File: config.mk
export PLATFORM = sky130hd
export DESIGN_NAME = tick_pwm_gen
export DESIGN_NICKNAME = d
export VERILOG_FILES = /design/src/rtl/tick_pwm_gen.sv
export SDC_FILE = /design/constraint.sdc
export NUM_CORES = 1
export LEC_CHECK = 0
export CAP_MARGIN = 25
export CELL_PAD_IN_SITES_DETAIL_PLACEMENT = 1
export CELL_PAD_IN_SITES_GLOBAL_PLACEMENT = 2
export CORE_MARGIN = 2
export CORE_UTILIZATION = 34
export CTS_BUF_LIST = sky130_fd_sc_hd__clkbuf_2
export DETAILED_ROUTE_END_ITERATION = 10
export PLACE_DENSITY = 0.88
export SYNTH_ARGS = -nofsm -noshare
export SYNTH_HDL_FRONTEND = slang
export SYNTH_SLANG_ARGS = --single-unit
File: constraint.sdc
create_clock -name clk -period 3.78 [get_ports clk]
set_clock_uncertainty 0.2 [all_clocks]
set_input_delay 0.567 -clock clk [delete_from_list [all_inputs] [get_ports clk]]
set_output_delay 0.567 -clock clk [all_outputs]
set_load 0.01 [all_outputs]
File: src/rtl/tick_pwm_gen.sv
// tick_pwm_gen
//   Tick-domain PWM generator. It counts enable ticks from an upstream
//   clock-enable divider. Period and duty are expressed in ticks. New
//   configuration is double-buffered and takes effect only at a start tick
//   or a period boundary, so a period already in progress is never changed.
//
// Ports
//   clk          system clock (single clock domain)
//   rst          synchronous, active-high reset
//   tick_in      one-clk enable pulse; the counter and FSM advance only on it
//   en           run request, sampled on the start tick and at boundaries
//   cfg_load     strobe that captures period_in/duty_in
//   period_in    new period value (period length = period_in+1 ticks)
//   duty_in      new duty value (high ticks per period)
//   pwm_out      registered PWM waveform
//   period_done  one-clk pulse at each period boundary
//   cfg_pending  a captured config is waiting for a boundary
//   periods_cnt  completed-period counter, wraps
//   running      registered copy of (state == RUN)
//
// state | meaning
// ------+---------------------------------------------------------
// IDLE  | stopped, pwm_out low, waits for a tick with en=1
// RUN   | counting ticks 0..period_act, boundary at cnt==period_act

module tick_pwm_gen #(
  parameter int unsigned WIDTH      = 8,
  parameter int unsigned PERIOD_RST = 3,
  parameter int unsigned DUTY_RST   = 1
) (
  input  logic             clk,
  input  logic             rst,
  input  logic             tick_in,
  input  logic             en,
  input  logic             cfg_load,
  input  logic [WIDTH-1:0] period_in,
  input  logic [WIDTH-1:0] duty_in,
  output logic             pwm_out,
  output logic             period_done,
  output logic             cfg_pending,
  output logic [WIDTH-1:0] periods_cnt,
  output logic             running
);

  localparam logic [WIDTH-1:0] PERIOD_RST_V = WIDTH'(PERIOD_RST);
  localparam logic [WIDTH-1:0] DUTY_RST_V   = WIDTH'(DUTY_RST);

  typedef enum logic {IDLE = 1'b0, RUN = 1'b1} state_t;

  state_t           state, state_nxt;
  logic [WIDTH-1:0] cnt, cnt_nxt;
  logic [WIDTH-1:0] period_act, period_act_nxt;
  logic [WIDTH-1:0] duty_act, duty_act_nxt;
  logic [WIDTH-1:0] period_pend, period_pend_nxt;
  logic [WIDTH-1:0] duty_pend, duty_pend_nxt;
  logic             cfg_pending_nxt;
  logic [WIDTH-1:0] periods_cnt_nxt;
  logic             period_done_nxt;
  logic             pwm_nxt;
  logic             apply_cfg;

  always_ff @(posedge clk) begin
    if (rst) begin
      state       <= IDLE;
      cnt         <= '0;
      period_act  <= PERIOD_RST_V;
      duty_act    <= DUTY_RST_V;
      period_pend <= '0;
      duty_pend   <= '0;
      cfg_pending <= 1'b0;
      periods_cnt <= '0;
      period_done <= 1'b0;
      pwm_out     <= 1'b0;
      running     <= 1'b0;
    end else begin
      state       <= state_nxt;
      cnt         <= cnt_nxt;
      period_act  <= period_act_nxt;
      duty_act    <= duty_act_nxt;
      period_pend <= period_pend_nxt;
      duty_pend   <= duty_pend_nxt;
      cfg_pending <= cfg_pending_nxt;
      periods_cnt <= periods_cnt_nxt;
      period_done <= period_done_nxt;
      pwm_out     <= pwm_nxt;
      running     <= (state_nxt == RUN);
    end
  end

  always_comb begin
    state_nxt       = state;
    cnt_nxt         = cnt;
    period_act_nxt  = period_act;
    duty_act_nxt    = duty_act;
    period_pend_nxt = period_pend;
    duty_pend_nxt   = duty_pend;
    cfg_pending_nxt = cfg_pending;
    periods_cnt_nxt = periods_cnt;
    period_done_nxt = 1'b0;
    apply_cfg       = 1'b0;

    case (state)
      IDLE: begin
        if (tick_in && en) begin
          state_nxt = RUN;
          cnt_nxt   = '0;
          apply_cfg = 1'b1;
        end
      end
      RUN: begin
        if (tick_in) begin
          if (cnt == period_act) begin
            cnt_nxt         = '0;
            period_done_nxt = 1'b1;
            periods_cnt_nxt = periods_cnt + WIDTH'(1);
            apply_cfg       = 1'b1;
            if (!en) state_nxt = IDLE;
          end else begin
            cnt_nxt = cnt + WIDTH'(1);
          end
        end
      end
      default: state_nxt = IDLE;
    endcase

    // A load that lands on the apply edge itself bypasses the pending regs,
    // so the newest value wins and nothing is left waiting.
    if (apply_cfg) begin
      if (cfg_load) begin
        period_act_nxt = period_in;
        duty_act_nxt   = duty_in;
      end else if (cfg_pending) begin
        period_act_nxt = period_pend;
        duty_act_nxt   = duty_pend;
      end
      cfg_pending_nxt = 1'b0;
    end else if (cfg_load) begin
      period_pend_nxt = period_in;
      duty_pend_nxt   = duty_in;
      cfg_pending_nxt = 1'b1;
    end

    // Computed from the next-state values so pwm_out lines up with cnt.
    pwm_nxt = (state_nxt == RUN) && (cnt_nxt < duty_act_nxt);
  end

endmodule

# After elaboration in Yosys (flattened, before gate mapping)
# Index checks and enable logic that the tools add are counted.
# word_totals
register_bits,52
input_bits,21
output_inout_bits,12
# classes
n_addsub,2
order_cmp,1
n_eq_ne,1
n_mux,17
bitwise,2
n_reduce_logical,8
# ops
cell,n
two-way mux 8 bit,8
adder 8 x 1 -> 8 bit (second input constant),2
case mux 8 bit (2 select lines),1
== test 8 bit,1
less-than comparator 8 bit,1
two-way mux 1 bit,6
case mux 1 bit (2 select lines),2
AND reduction 2 bit,2
OR reduction 2 bit,2
AND reduction 3 bit,1
logical AND 1 bit,2
NOT 1 bit,2
nonzero test 2 bit,1

# Depth between registers and ports, before layout
# Gate-level depths: netlist of run 1.
# depth
depth_word,7
depth_mapped,12
depth_no_buf,12

# Worst setup path before layout of run 1
# OpenSTA, ideal clock, no wires.
# synth_timing
kind,reg-to-reg
from,register cnt[0]
to,register pwm_out
setup_time_ns,0.074
arrival_ns,2.581
t_required_ns,3.506
slack_ns,0.925
path_stages_with_launch,12
synth_period_minus_slack_ns,2.855
path_cell_list,dfxtp_1 xnor2_1 nand4_2 o31a_2 buf_2 buf_2 and2_1 ha_1 a21o_1 a221oi_1 o211ai_1 a31oi_1
# synth_rtl
element,line_no,rtl
start: declaration,51,"logic [WIDTH-1:0] cnt, cnt_nxt;"
start signal: assignment,77,cnt <= cnt_nxt;
adder 8 x 1 -> 8 bit or == test 8 bit (tied branches),"119, 112",
two-way mux 8 bit (*),112,if (cnt == period_act) begin
two-way mux 8 bit (*),111,if (tick_in) begin
case mux 8 bit (2 select lines) (*),102,case (state)
via cnt_nxt[6],51,
less-than comparator 8 bit (*),144,pwm_nxt = (state_nxt == RUN) && (cnt_nxt < duty_act_nxt);
logical AND 1 bit (*),144,
end signal: assignment,85,pwm_out <= pwm_nxt;
end: declaration,38,"output logic pwm_out,"
# The timed path passes the listed nets; every way through them passes the cells marked *.
# A chain may end at the register's enable or synchronous reset.

# Final worst setup path of run 1
# layout_timing
from,input tick_in
to,register pwm_out
# layout_between
elab_chain_len,6
# layout_lines
element,line_no,rtl
start: declaration,33,"input logic tick_in,"
logical AND 1 bit,104,if (tick_in && en) begin
two-way mux 1 bit,104,
case mux 1 bit (2 select lines),102,
two-way mux 8 bit,128,if (apply_cfg) begin
less-than comparator 8 bit,144,
logical AND 1 bit (*),144,
# Every way passes the cells marked *; elsewhere a longest branch is shown, timed or not.

==> summary.txt, run 1 <==
Outcome
  • Status: finished clean

Setup path
  • Critical Path Stages: 12
  • Worst path bufs/invs: 2
  • Worst path top cell family by delay: buffers and inverters
  • Arr. time, crit path: 3.32 ns
  • Required time worst endpoint: 3.98 ns
  • R2R cell count: 10
  • CP max stage delay: 0.58 ns
  • Crit-path max FO: 25
  • Worst-path cell chain: clkdlybuf4s50_1 > nand2_1 > or2_2 > o31ai_4 > buf_4 > nand3_1 > and3_1 > ha_1 > a21o_1 > a221oi_1 > o211ai_1 > a31oi_1
  • Critical Path Start Type: primary input
  • Critical path type: in2reg
  • Slowest cell on crit path: clkdlybuf4s50_1
  • Worst setup EP type: flip-flop

Flow run
  • Max Cap Viol: 0

Pwr
  • Final Total Pwr: 982 uW
  • Worst IR Drop VDD: 0.000106 V
  • Power per cell area: 325 mW/mm^2
  • Leakage power: 0.00110 uW

CTS
  • Reg clk slew, reported paths: 0.30 ns
  • Worst-skew pair later-pin latency: 0.47 ns
  • Max clock buf depth: 2
  • CTS buffer count: 5
  • # hold bufs at CTS: 0
  • Post CTS Setup Buffer Count: 0
  • Htree depth: 2
  • Post-CTS Resized: 0
  • Root buffer cell: clkbuf_2
  • CTS Sinks: 52
  • CTS tree: built

Floorplanning
  • Height of the chip: 91.0 um
  • CORE AREA: 0.00729 sq mm
  • Die extent in x: 91.0 um
  • Initial Utilization: 35.3%
  • Row Count: 31
  • I/O Pins: 33
  • Total die area: 0.00828 sq mm

STA
  • Pin slew with the least headroom to its limit: 0.959 ns
  • Fin crit share: 82.6%
  • Setup TNS Final: 0 ns
  • Minimum clock period: 3.12 ns
  • Worst relative slew slack: 36.1%
  • Final Hold Fails: 0
  • Max-slew violations: 0
  • Fmax: 0.320 GHz
  • Final Setup Violations: 0
  • RSZ-0062 raised after global routing: false

Route
  • Vias: 2223
  • Wire length per cell: 14.9 um
  • Routed wire length: 6330 um
  • Iter 0 DRT Violations: 71
  • Via/cell ratio: 5.23
  • Antenna viol nets, final: 0
  • DR pass1 iterations: 4
  • DRC viols: 0

Cells and area
  • Share of layout cells above drive strength 1: 8.59%
  • Nets@finish: 355
  • Synth-to-Final Area Change: 17.4%
  • Ant. Diodes: 0

Global route
  • Pin count of the biggest net entering global routing: 55
  • First-pass GRT wire length: 10700 um
  • Met3 usage: 2.57%
  • Global-route track usage on met2: 26.0%
  • Gr busiest metal: met2
  • Tot GR Track Use: 15.7%
  • Vias in the first global route: 2194
  • GRT overflow: 0
  • Met1 Use GR: 21.0%
  • Initial antenna violation count: 0

Yosys
  • Synth warn: 0
  • Ys flop type: dfxtp_1
  • Synth Instances: 299
  • Synth unique cells: 48
  • Post-Syn Nets: 329
  • Async S/R FF share, synth: 0%
  • Seq cells post-synth: 52
  • Mapped cell area: 0.00257 sq mm
  • Seq/Total Area, Yosys: 40.5%
  • Syn avg cell area: 8.60 sq um
  • Post-synth EDFFs: 0

Placed design
  • Gpl congestion: 0.800
  • # port buffers: 32
  • Detailed-placement wirelength estimate: 4580 um

Hold path
  • Worst Hold Class: reg2reg
  • Worst Hold Depth: 2
Yosys cell counts, drive strengths merged (4+ instances only):
| library cell | n | area share (%) |
|---|---|---|
| or2 | 4 | 0.97 |
| dfxtp | 52 | 40 |
| nand3 | 33 | 6.6 |
| nand4 | 4 | 1.5 |
| clkbuf | 11 | 1.6 |
| a211oi | 7 | 2.0 |
| nor3 | 7 | 1.8 |
| nor2 | 35 | 5.2 |
| and3 | 8 | 2.0 |
| mux2i | 9 | 3.5 |
| ha | 9 | 4.4 |
| a21oi | 20 | 3.9 |
| buf | 7 | 1.5 |
| nand4b | 7 | 2.4 |
| o21ai | 11 | 2.1 |
| xor2 | 7 | 2.4 |
| and2 | 6 | 1.5 |
| xnor2 | 9 | 3.1 |
| nand2 | 26 | 3.8 |
power breakdown:
group | leakage [uW] | switching (uW) | internal [uW]
logic | 0.000650 | 83.2 | 63.7
registers | 0.000424 | 15.2 | 572
clock network | 0.0000300 | 197 | 50.7
routing by layer:
layer	vias up	routed length, um
met3	6	141
met5	-	0
met1	1069	3170
met4	0	78
met2	31	2940
li1	1117	-
cell usage in the layout (no fill, tap or decap), types with 3 or more instances in the layout:
cell type | synthesis | final
a211oi_1 | 7 | 7
a21o_1 | 3 | 3
a21oi_1 | 20 | 20
and2_1 | 5 | 5
and3_1 | 7 | 7
buf_4 | 2 | 5
clkbuf_2 | 0 | 5
clkdlybuf4s50_1 | 0 | 31
dfxtp_1 | 52 | 52
ha_1 | 9 | 9
mux2i_1 | 9 | 9
nand2_1 | 26 | 26
nand3_1 | 32 | 32
nand4b_1 | 7 | 7
nor2_1 | 34 | 34
nor2b_1 | 3 | 3
nor3_1 | 6 | 6
o21ai_0 | 11 | 11
xnor2_1 | 9 | 9
xor2_1 | 7 | 7
registers in the layout (all words and copies together) (netlist names):
name / count
period_act: 8
duty_pend: 8
cfg_pending: 1
period_pend: 8
pwm_out: 1
duty_act: 8
state: 1
period_done: 1
cnt: 8
periods_cnt: 8
cells by family (layout without fill, tap and decap cells):
group | Yosys count | after routing | synth area share (%)
AND/OR/NAND/NOR | 140 | 140 | 28.6
buffers and inverters | 18 | 45 | 3.11
flip-flops | 52 | 52 | 40.5
multiplexers | 10 | 10 | 4.09
XOR/XNOR | 16 | 16 | 5.45
AO/OA/AOI/OAI | 54 | 54 | 13.9
adder cells (fa/ha/maj) | 9 | 9 | 4.38
worst paths after layout:
check | from | end | slack (ns)
max | tick_in | pwm_out$_SDFF_PP0_ | 0.66
min | period_pend[1]$_SDFFE_PP0P_ | period_pend[1]$_SDFFE_PP0P_ | 0.28
max reg2reg | cnt[2]$_SDFF_PP0_ | pwm_out$_SDFF_PP0_ | 0.67
min reg2reg | period_pend[1]$_SDFFE_PP0P_ | period_pend[1]$_SDFFE_PP0P_ | 0.28
final cells by class:
type	count	area, sq um
clock inverter	3	25.0
sequential	52	1040
fill	893	4270
clock buffer	5	25.0
multi-input combinational	229	1450
timing repair buffer	37	353
tap	99	124
worst reg2reg max path, stage by stage (launching register included):
cell	delay, ns
dfxtp_1	0.53
xnor2_1	0.17
nand4_2	0.25
o31a_2	0.50
o21ai_0	0.20
and3_1	0.20
ha_1	0.25
a21o_1	0.18
a221oi_1	0.28
o211ai_1	0.13
a31oi_1	0.16
per-stage QoR:
step	instance area (sq um)	std cells	setup WS (ns)	util, %	hold slack (ns)
5_1_grt	3020	425	0.400	41.4	0.304
6_report	3020	425	0.657	41.4	0.276
4_1_cts	3020	425	0.684	41.4	0.275
3_3_place_gp	2970	417	0.232	40.7	0.242
3_5_place_dp	2970	417	0.202	40.7	0.248
2_1_floorplan	2570	299	0.925	-	0.236
Note: power is estimated with default switching activity, not from simulation.
==> run 2, diff against run 1 <==
==> constraint.sdc (replaced) <==
create_clock -name clk -period 2.9 [get_ports clk]
set_clock_uncertainty 0.2 [all_clocks]
set_input_delay 0.435 -clock clk [delete_from_list [all_inputs] [get_ports clk]]
set_output_delay 0.435 -clock clk [all_outputs]
set_load 0.01 [all_outputs]
==> run 2 against run 1 <==
Against the previous run:
- final cell count grew 9.4%
- count of clock-buffer cells in the layout is the same
- cell area grew 21%
- critical path depth is the same
- largest power group unchanged
- non-clock buffer count grew 39
==> summary.txt, run 2 (synthesis results as in run 1) <==
Global route
  • Vias in the first global route: 2448 (+12%)
  • Tot GR Track Use: 18.2% (+2.5 points)
  • GRT overflow: 0 (unchanged)
  • Pin count of the biggest net entering global routing: 55 (unchanged)
  • First-pass GRT wire length: 12200 um (+14%)
  • Initial antenna violation count: 0 (unchanged)

Route
  • Wire length per cell: 17.3 um (+17%)
  • DR pass1 iterations: 4 (unchanged)
  • DRC viols: 0 (unchanged)
  • Vias: 2483 (+12%)
  • Routed wire length: 8070 um (+28%)
  • Via/cell ratio: 5.34 (+2.1%)
  • Antenna viol nets, final: 0 (unchanged)
  • Iter 0 DRT Violations: 111 (+56%)

Hold path
  • Worst Hold Depth: 2 (unchanged)
  • Worst Hold Class: reg2reg

STA
  • Minimum clock period: 2.84 ns
  • Fmax: 0.352 GHz
  • Final Setup Violations: 0 (unchanged)
  • Worst relative slew slack: 31.6% (-4.5 points)
  • Pin slew with the least headroom to its limit: 1.03 ns (+0.0668 ns)
  • Final worst slack: 0.0577 ns (-0.600 ns)
  • RSZ-0062 raised after global routing: true
  • Max-slew violations: 0 (unchanged)
  • Final Hold Fails: 0 (unchanged)
  • Setup TNS Final: 0 ns (unchanged)
  • Fin crit share: 98.0%
  • WHS: 0.274 ns (-0.00183 ns)

Cells and area
  • Share of layout cells above drive strength 1: 30.9% (+22 points)
  • Commonest cells after routing, fill and taps aside: dfxtp_1 (40), buf_4 (39), nor2_1 (31), clkdlybuf4s50_1 (31), nand3_1 (29)
  • Most common cell after layout, fill and taps aside: dfxtp_1
  • Finished Layout Cells: 465 (+9.4%)
  • Synth-to-Final Area Change: 42.3%
  • Ant. Diodes: 0 (unchanged)
  • Nets@finish: 395 (+11%)
  • Design area: 0.00366 sq mm (+21%)

Placed design
  • # port buffers: 32 (unchanged)
  • Gpl congestion: 0.800 (about the same)
  • # placed instances: 445 (+6.7%)
  • DP Area: 0.00320 sq mm (+7.9%)
  • Place WS: -0.475 ns (-0.677 ns)
  • Detailed-placement wirelength estimate: 4970 um (+8.4%)

CTS
  • CTS buffer count: 5 (unchanged)
  • CTS tree: built
  • Htree depth: 2 (unchanged)
  • Max clock buf depth: 2 (unchanged)
  • Worst-skew pair later-pin latency: 0.48 ns (about the same)
  • # hold bufs at CTS: 0 (unchanged)
  • CTS Sinks: 52 (unchanged)
  • Root buffer cell: clkbuf_2
  • Reg clk slew, reported paths: 0.30 ns (about the same)

Setup path
  • Critical path type: reg2reg
  • Arr. time, crit path: 3.06 ns (-0.26 ns)
  • R2R cell count: 12 (+2)
  • Required time worst endpoint: 3.12 ns (-0.86 ns)
  • Critical Path Start Type: flip-flop
  • Crit-path max FO: 5 (-80%)
  • Worst setup EP type: flip-flop

Pwr
  • Worst IR Drop VDD: 0.000177 V (+67%)
  • Power per cell area: 379 mW/mm^2 (+17%)
  • Leakage power: 0.00141 uW (+28%)

Floorplanning
  • Initial Utilization: 35.3% (unchanged)
  • Height of the chip: 91.0 um (unchanged)
  • Total die area: 0.00828 sq mm (unchanged)
  • CORE AREA: 0.00729 sq mm (unchanged)
  • Row Count: 31 (unchanged)
  • I/O Pins: 33 (unchanged)
  • Die extent in x: 91.0 um (unchanged)

Flow run
  • Max Cap Viol: 0 (unchanged)

Outcome
  • Status: finished clean
[run 2: power breakdown]
part	leakage, uW	switching [uW]	internal (uW)
Sequential	0.000428	22.7	746
Combinational	0.000956	148	144
Clock	0.0000300	262	66.1
[run 2: critical path, cell delays in order, from the launching register on]
cell,delay [ns]
dfxtp_2,0.41
xnor2_2,0.24
nand4_4,0.18
buf_6,0.16
o31a_4,0.37
o21ai_2,0.15
and3_4,0.22
ha_4,0.20
nand3_2,0.09
nor2_2,0.06
a221oi_2,0.24
o211ai_1,0.12
a31oi_1,0.16
[run 2: worst paths after layout]
path	slack [ns]	end	start
max	0.06	pwm_out$_SDFF_PP0_	period_act[6]$_SDFFE_PP0P_
min	0.27	period_pend[0]$_SDFFE_PP0P_	period_pend[0]$_SDFFE_PP0P_
max reg2reg	0.06	pwm_out$_SDFF_PP0_	period_act[6]$_SDFFE_PP0P_
min reg2reg	0.27	period_pend[0]$_SDFFE_PP0P_	period_pend[0]$_SDFFE_PP0P_
[run 2: stage by stage]
stage | utilization [%] | power (uW)
finish | 50.2 | 1390
global route | 50.2 | 1460
CTS | 47.3 | 1360
detailed placement | 43.9 | 1010
global placement | 43.9 | 997
floorplan | - | 898
[run 2: final cells by class]
cell class | instances | area, sq um
multi-input cells | 230 | 1750
repair buffers | 76 | 677
flip-flops and latches | 52 | 1060
clock inverters | 3 | 25.0
clock buffers | 5 | 25.0
fillers | 876 | 3630
well taps | 99 | 124
[run 2: timing repair]
action,in CTS,in global routing
pin swaps,13,21
gates resized for setup,28,41
gates cloned,2,0
endpoints found under the setup margin,1,1
buffers inserted,6,6
[run 2: routing by layer]
metal | up-vias | wire length [um] | global-route usage [%] | part of all wire [%]
met5 | - | 0 | 0 | 0
met4 | 0 | 226 | 5.81 | 2.8
met3 | 15 | 220 | 3.40 | 2.7
met2 | 48 | 4090 | 31.3 | 51
met1 | 1216 | 3530 | 23.0 | 44
li1 | 1204 | - | - | -
